==> src/rtl/decimal_entry_to_val_pkg.sv <==
// Purpose: shared types and constants for the decimal keypad entry converter.
// Latency: n/a (package only).
// Backpressure: n/a (package only).
//
// Contents: FSM state enum, entry width/range constants and the
// multiply-by-ten accumulate step used during conversion.
package decimal_entry_to_val_pkg;

    typedef enum logic [1:0] {
        ST_IDLE    = 2'd0,  // no digits held
        ST_ENTRY   = 2'd1,  // one to three digits held
        ST_CONVERT = 2'd2,  // three-cycle BCD to binary accumulate
        ST_CHECK   = 2'd3   // one-cycle range check and result update
    } state_e;

    localparam int DIGITS      = 3;
    localparam int MAX_POS     = 127;
    localparam int MAX_NEG_MAG = 128;
    localparam int ACC_W       = 10;   // holds up to 999

    // One Horner step: acc*10 + digit. With at most three digits the
    // result never exceeds 999, so ACC_W bits cannot overflow.
    function automatic logic [ACC_W-1:0] acc_step(
        input logic [ACC_W-1:0] acc,
        input logic [3:0]       dig
    );
        acc_step = (acc * ACC_W'(10)) + {{(ACC_W-4){1'b0}}, dig};
    endfunction

endpackage

==> src/rtl/decimal_entry_to_val.sv <==
// Purpose: collect up to three keyed decimal digits plus a sign and convert to an 8-bit two's complement value.
// Latency: enter sampled at edge k -> val/val_valid or range_err visible after edge k+4.
// Backpressure: none; strobes arriving while busy are dropped (clear still aborts).
//
// Ports:
//   clk, rst               - clock, asynchronous active-high reset
//   digit_valid, digit     - keyed digit strobe and value (0-9 legal, 10-15 ignored)
//   neg_toggle             - flip pending sign
//   enter, clear           - start conversion / discard entry or abort conversion
//   val, val_valid         - last accepted value and its one-cycle update pulse
//   range_err              - one-cycle pulse when the entry does not fit in 8 bits
//   busy                   - high while converting or checking
//   entry_hun/ten/one, entry_neg - pending digits and sign for display echo
module decimal_entry_to_val
    import decimal_entry_to_val_pkg::*;
(
    input  logic       clk,
    input  logic       rst,
    input  logic       digit_valid,
    input  logic [3:0] digit,
    input  logic       neg_toggle,
    input  logic       enter,
    input  logic       clear,
    output logic [7:0] val,
    output logic       val_valid,
    output logic       range_err,
    output logic       busy,
    output logic [3:0] entry_hun,
    output logic [3:0] entry_ten,
    output logic [3:0] entry_one,
    output logic       entry_neg
);

    state_e             state_q, state_d;
    logic [3:0]         hun_q, hun_d;
    logic [3:0]         ten_q, ten_d;
    logic [3:0]         one_q, one_d;
    logic               neg_q, neg_d;
    logic [ACC_W-1:0]   acc_q, acc_d;
    logic [1:0]         step_q, step_d;
    logic [7:0]         val_q, val_d;
    logic               val_valid_q, val_valid_d;
    logic               range_err_q, range_err_d;

    logic               in_range;
    logic [7:0]         mag8;

    // Magnitude limit is asymmetric: -128 fits, +128 does not.
    assign in_range = neg_q ? (acc_q <= ACC_W'(MAX_NEG_MAG))
                            : (acc_q <= ACC_W'(MAX_POS));
    assign mag8     = acc_q[7:0];

    always_ff @(posedge clk or posedge rst) begin
        if (rst) begin
            state_q     <= ST_IDLE;
            hun_q       <= 4'd0;
            ten_q       <= 4'd0;
            one_q       <= 4'd0;
            neg_q       <= 1'b0;
            acc_q       <= '0;
            step_q      <= 2'd0;
            val_q       <= 8'h00;
            val_valid_q <= 1'b0;
            range_err_q <= 1'b0;
        end else begin
            state_q     <= state_d;
            hun_q       <= hun_d;
            ten_q       <= ten_d;
            one_q       <= one_d;
            neg_q       <= neg_d;
            acc_q       <= acc_d;
            step_q      <= step_d;
            val_q       <= val_d;
            val_valid_q <= val_valid_d;
            range_err_q <= range_err_d;
        end
    end

    always_comb begin
        state_d     = state_q;
        hun_d       = hun_q;
        ten_d       = ten_q;
        one_d       = one_q;
        neg_d       = neg_q;
        acc_d       = acc_q;
        step_d      = step_q;
        val_d       = val_q;
        val_valid_d = 1'b0;
        range_err_d = 1'b0;

        case (state_q)
            ST_IDLE, ST_ENTRY: begin
                // Strobes are strictly prioritised; only the winner acts.
                if (clear) begin
                    hun_d   = 4'd0;
                    ten_d   = 4'd0;
                    one_d   = 4'd0;
                    neg_d   = 1'b0;
                    state_d = ST_IDLE;
                end else if (enter) begin
                    if (state_q == ST_ENTRY) begin
                        acc_d   = '0;
                        step_d  = 2'd0;
                        state_d = ST_CONVERT;
                    end
                end else if (digit_valid) begin
                    if (digit <= 4'd9) begin
                        hun_d   = ten_q;
                        ten_d   = one_q;
                        one_d   = digit;
                        state_d = ST_ENTRY;
                    end
                end else if (neg_toggle) begin
                    neg_d = ~neg_q;
                end
            end

            ST_CONVERT: begin
                if (clear) begin
                    hun_d   = 4'd0;
                    ten_d   = 4'd0;
                    one_d   = 4'd0;
                    neg_d   = 1'b0;
                    acc_d   = '0;
                    state_d = ST_IDLE;
                end else begin
                    // Most significant digit first: hun, ten, one.
                    case (step_q)
                        2'd0:    acc_d = acc_step(acc_q, hun_q);
                        2'd1:    acc_d = acc_step(acc_q, ten_q);
                        default: acc_d = acc_step(acc_q, one_q);
                    endcase
                    step_d = step_q + 2'd1;
                    if (step_q == 2'd2) begin
                        state_d = ST_CHECK;
                    end
                end
            end

            ST_CHECK: begin
                if (!clear) begin
                    if (in_range) begin
                        // For -128 the low byte is already 0x80; negating it is harmless.
                        val_d       = neg_q ? (~mag8 + 8'd1) : mag8;
                        val_valid_d = 1'b1;
                    end else begin
                        range_err_d = 1'b1;
                    end
                end
                hun_d   = 4'd0;
                ten_d   = 4'd0;
                one_d   = 4'd0;
                neg_d   = 1'b0;
                acc_d   = '0;
                state_d = ST_IDLE;
            end

            default: begin
                state_d = ST_IDLE;
            end
        endcase
    end

    assign val       = val_q;
    assign val_valid = val_valid_q;
    assign range_err = range_err_q;
    assign busy      = (state_q == ST_CONVERT) || (state_q == ST_CHECK);
    assign entry_hun = hun_q;
    assign entry_ten = ten_q;
    assign entry_one = one_q;
    assign entry_neg = neg_q;

endmodule

==> config.mk <==
export PLATFORM = sky130hd
export DESIGN_NAME = decimal_entry_to_val
export DESIGN_NICKNAME = d
export VERILOG_FILES = /design/src/rtl/decimal_entry_to_val_pkg.sv /design/src/rtl/decimal_entry_to_val.sv
export SDC_FILE = /design/constraint.sdc
export NUM_CORES = 1
export LEC_CHECK = 0
export BUFFER_PORTS_ARGS = -buffer_cell sky130_fd_sc_hd__buf_2
export CORE_MARGIN = 8
export CORE_UTILIZATION = 49
export CTS_BUF_LIST = sky130_fd_sc_hd__clkbuf_4 sky130_fd_sc_hd__clkbuf_8
export CTS_CLUSTER_SIZE = 8
export DETAILED_ROUTE_END_ITERATION = 12
export PLACE_DENSITY = 0.75
export REMOVE_ABC_BUFFERS = 1
export SYNTH_ARGS = -nofsm -noshare
export SYNTH_HDL_FRONTEND = slang
export SYNTH_SLANG_ARGS = --single-unit
==> constraint.sdc <==
create_clock -name clk -period 3.05 [get_ports clk]
set_clock_uncertainty 0.1 [all_clocks]
set_input_delay 0.1525 -clock clk [delete_from_list [all_inputs] [get_ports clk]]
set_output_delay 0.1525 -clock clk [all_outputs]
set_load 0.05 [all_outputs]
==> results.ini <==
[clock_tree]
cts-root-buf = clkbuf_8
clkTransAtPathRegs_ns = 0.07
htreeDepth = 2
cts_tree = done
cts.path.max_buffers = 2
cts_buffers = 5
clock_latency_ns = 0.30
post-cts-setup-buffer-count = 0
clock_sinks = 37

[drt]
vias_per_cell = 5.48
drt-total-wl_um = 4870
antenna_left = 0
drtIter0Drc = 89
vias = 1785
dr.pass1.iters = 4
drc = 0
wl_per_cell_um = 14.9

[critical_path]
crit-reg2reg-launch = step_q[1]
crit_path_end = acc_q[9]
worst-r2r-cell-count = 13
crit_type = register to register
cp.arrival_ns = 2.96
crit_start = step_q[1]
cp-start-kind = register
worstPathMaxFanout = 4
required_ns = 3.17
rrSetupSlack_ns = 0.21
reg2reg_to = acc_q[9]
setup.worst_path.end_class = register

[timing]
tns_ns = 0
fmax_mhz = 352
fin_crit_sh_pct = 93.2
hold_violations = 0
worstMarginPinSlew_ns = 0.453
fin_crit_ns = 2.84
setup_viol = 0
final_max_slew_viol_count = 0
rsz0062_at_grt = no
slew_headroom_pct = 69.6

[synth]
yosys.cell_count.top_type = dfrtp_1
yosysWarnings = 0
synth_common_cells = dfrtp_1, o21ai_0, inv_1, nand2_1, ha_1
synth_top_cells_by_area = dfrtp_1, ha_1, o21ai_0, inv_1, nand2_1
async_flop_share_pct = 100
yosysTopAreaCell = dfrtp_1
avgSynthCellArea_um2 = 9.90
syn_area_um2 = 2260
synth_ff_type = dfrtp_1
yosysUniqueCellTypes = 45
yosysSeqAreaShare_pct = 41.0
postSynthCellCount = 228
yosys_register_bits = 37
synth_edf_count = 0
synth_top_cell_area_share_pct = 41.0

[finish]
layout.nets = 303
final_util_pct = 60.9
area_growth_pct = 18.3
nFillCells = 387
multiInputGateArea_um2 = 1220
num_antenna_cells = 0
seqCellArea_um2 = 926
layout-drive-gt1-share_pct = 24.8
instances_no_fill = 326
design_area_um2 = 2670

[die]
fp.coreArea_um2 = 4380
die_height_um = 83.9
row_count = 24
die_area_um2 = 7030
start_util_pct = 51.5
ios = 34
die_x_um = 83.9

[global_route]
grt_max_degree = 38
grt_pass1_vias = 1926
overflow = 0
grt_use_total_pct = 14.6
grt_first_pass_wirelength_um = 8540
antenna_found_initial = 0

[run]
cap_violations = 0

[place]
post-place-cells = 313
place_hpwl_um = 3680
port_buffers = 33
dpl-instance-area_um2 = 2510
gp_congestion = 0.801

[power_and_ir_drop]
max-vdd-ir-drop_mv = 0.372
p_leak_nw = 1.34
finalPower_mw = 1.65
power_density_nw_per_um2 = 617

[min_path]
hold_class = primary input to register

[status]
outcome = finished, final reports clean

-- cells in the final DEF, fill, tap and decap left out, types with 6 or more instances in the layout --
cell type / netlist / layout
dfrtp_1: 37 / 37
buf_2: 2 / 33
o21ai_0: 21 / 21
inv_1: 20 / 20
nand2_1: 20 / 20
ha_1: 18 / 16
nand3_1: 13 / 13
nor2_1: 9 / 8
xnor2_1: 8 / 8
buf_4: 0 / 8
clkbuf_8: 0 / 7
mux2_2: 6 / 6
-- power breakdown --
part,total (mW),leakage [nW],switching [mW],internal (mW)
sequential,0.612,0.501,0.0657,0.546
combinational,0.657,0.787,0.384,0.273
clock,0.379,0.0542,0.175,0.204
-- critical path, stage by stage, from the launching register on --
cell and delay, ns:
dfrtp_1 0.41, inv_1 0.09, ha_2 0.21, buf_4 0.13
a22oi_1 0.09, nand2_1 0.07, ha_1 0.16, inv_1 0.06
fa_1 0.38, and2b_1 0.24, o2111ai_2 0.16, nor4b_4 0.31
xnor3_1 0.24, o21ai_1 0.12
-- worst min path at each step --
stage | from | cells after the start | slack (ns) | end
after floorplan | clear | 1 | 0.12 | state_q[0]
after global placement | rst | 3 | 0.18 | entry_hun[2]
after detailed placement | rst | 3 | 0.19 | entry_hun[0]
after CTS | digit[0] | 3 | 0.005 | entry_one[0]
after global routing | digit[0] | 3 | 0.04 | entry_one[0]
final | digit[0] | 3 | 0.003 | entry_one[0]
-- sequential cells by signal, summed over array words and instances (netlist names) --
register and flops:
state_q 2, entry_hun 4, val_valid 1, entry_neg 1, step_q 2, range_err 1, entry_one 4, entry_ten 4
acc_q 10, val 8
-- repair_timing --
action	in CTS	in global routing
hold buffers	5	0
resized for setup	0	4
endpoints found under the setup margin	0	1
endpoints found under the hold margin	41	0
-- cell type report --
cell class                 instances  area share [%]
multi-input combinational        162            45.9
sequential                        37            34.7
timing repair buffer              46            10.3
clock buffer                       7            3.61
inverter                          21            2.95
tap                               52            2.44
clock inverter                     1           0.187
-- through the flow --
stage	hold WS (ns)	setup slack (ns)
6_report	0.00272	0.208
5_1_grt	0.0395	0.00315
4_1_cts	0.00459	0.0355
3_5_place_dp	0.190	0.0448
3_3_place_gp	0.181	0.168
2_1_floorplan	0.119	0.233
-- cells by family (layout without fill, tap and decap cells) --
logic type / count (synthesis) / count (layout) / synth area share, %
XOR/XNOR: 14 / 14 / 6.37
flip-flops: 37 / 37 / 41.0
multiplexers: 8 / 8 / 3.99
AND/OR/NAND/NOR: 58 / 58 / 13.1
adder cells (fa/ha/maj): 20 / 20 / 11.8
buffers and inverters: 29 / 75 / 5.27
AO/OA/AOI/OAI: 62 / 62 / 18.5
-- layer usage --
metal / wire (µm) / up-vias / GRT usage, %
li1: - / 884 / -
met2: 2290 / 46 / 24.6
met5: 0 / - / 0
met3: 300 / 7 / 4.10
met4: 72 / 0 / 5.65
met1: 2210 / 848 / 17.0
Note: power is estimated with default switching activity, not from simulation.
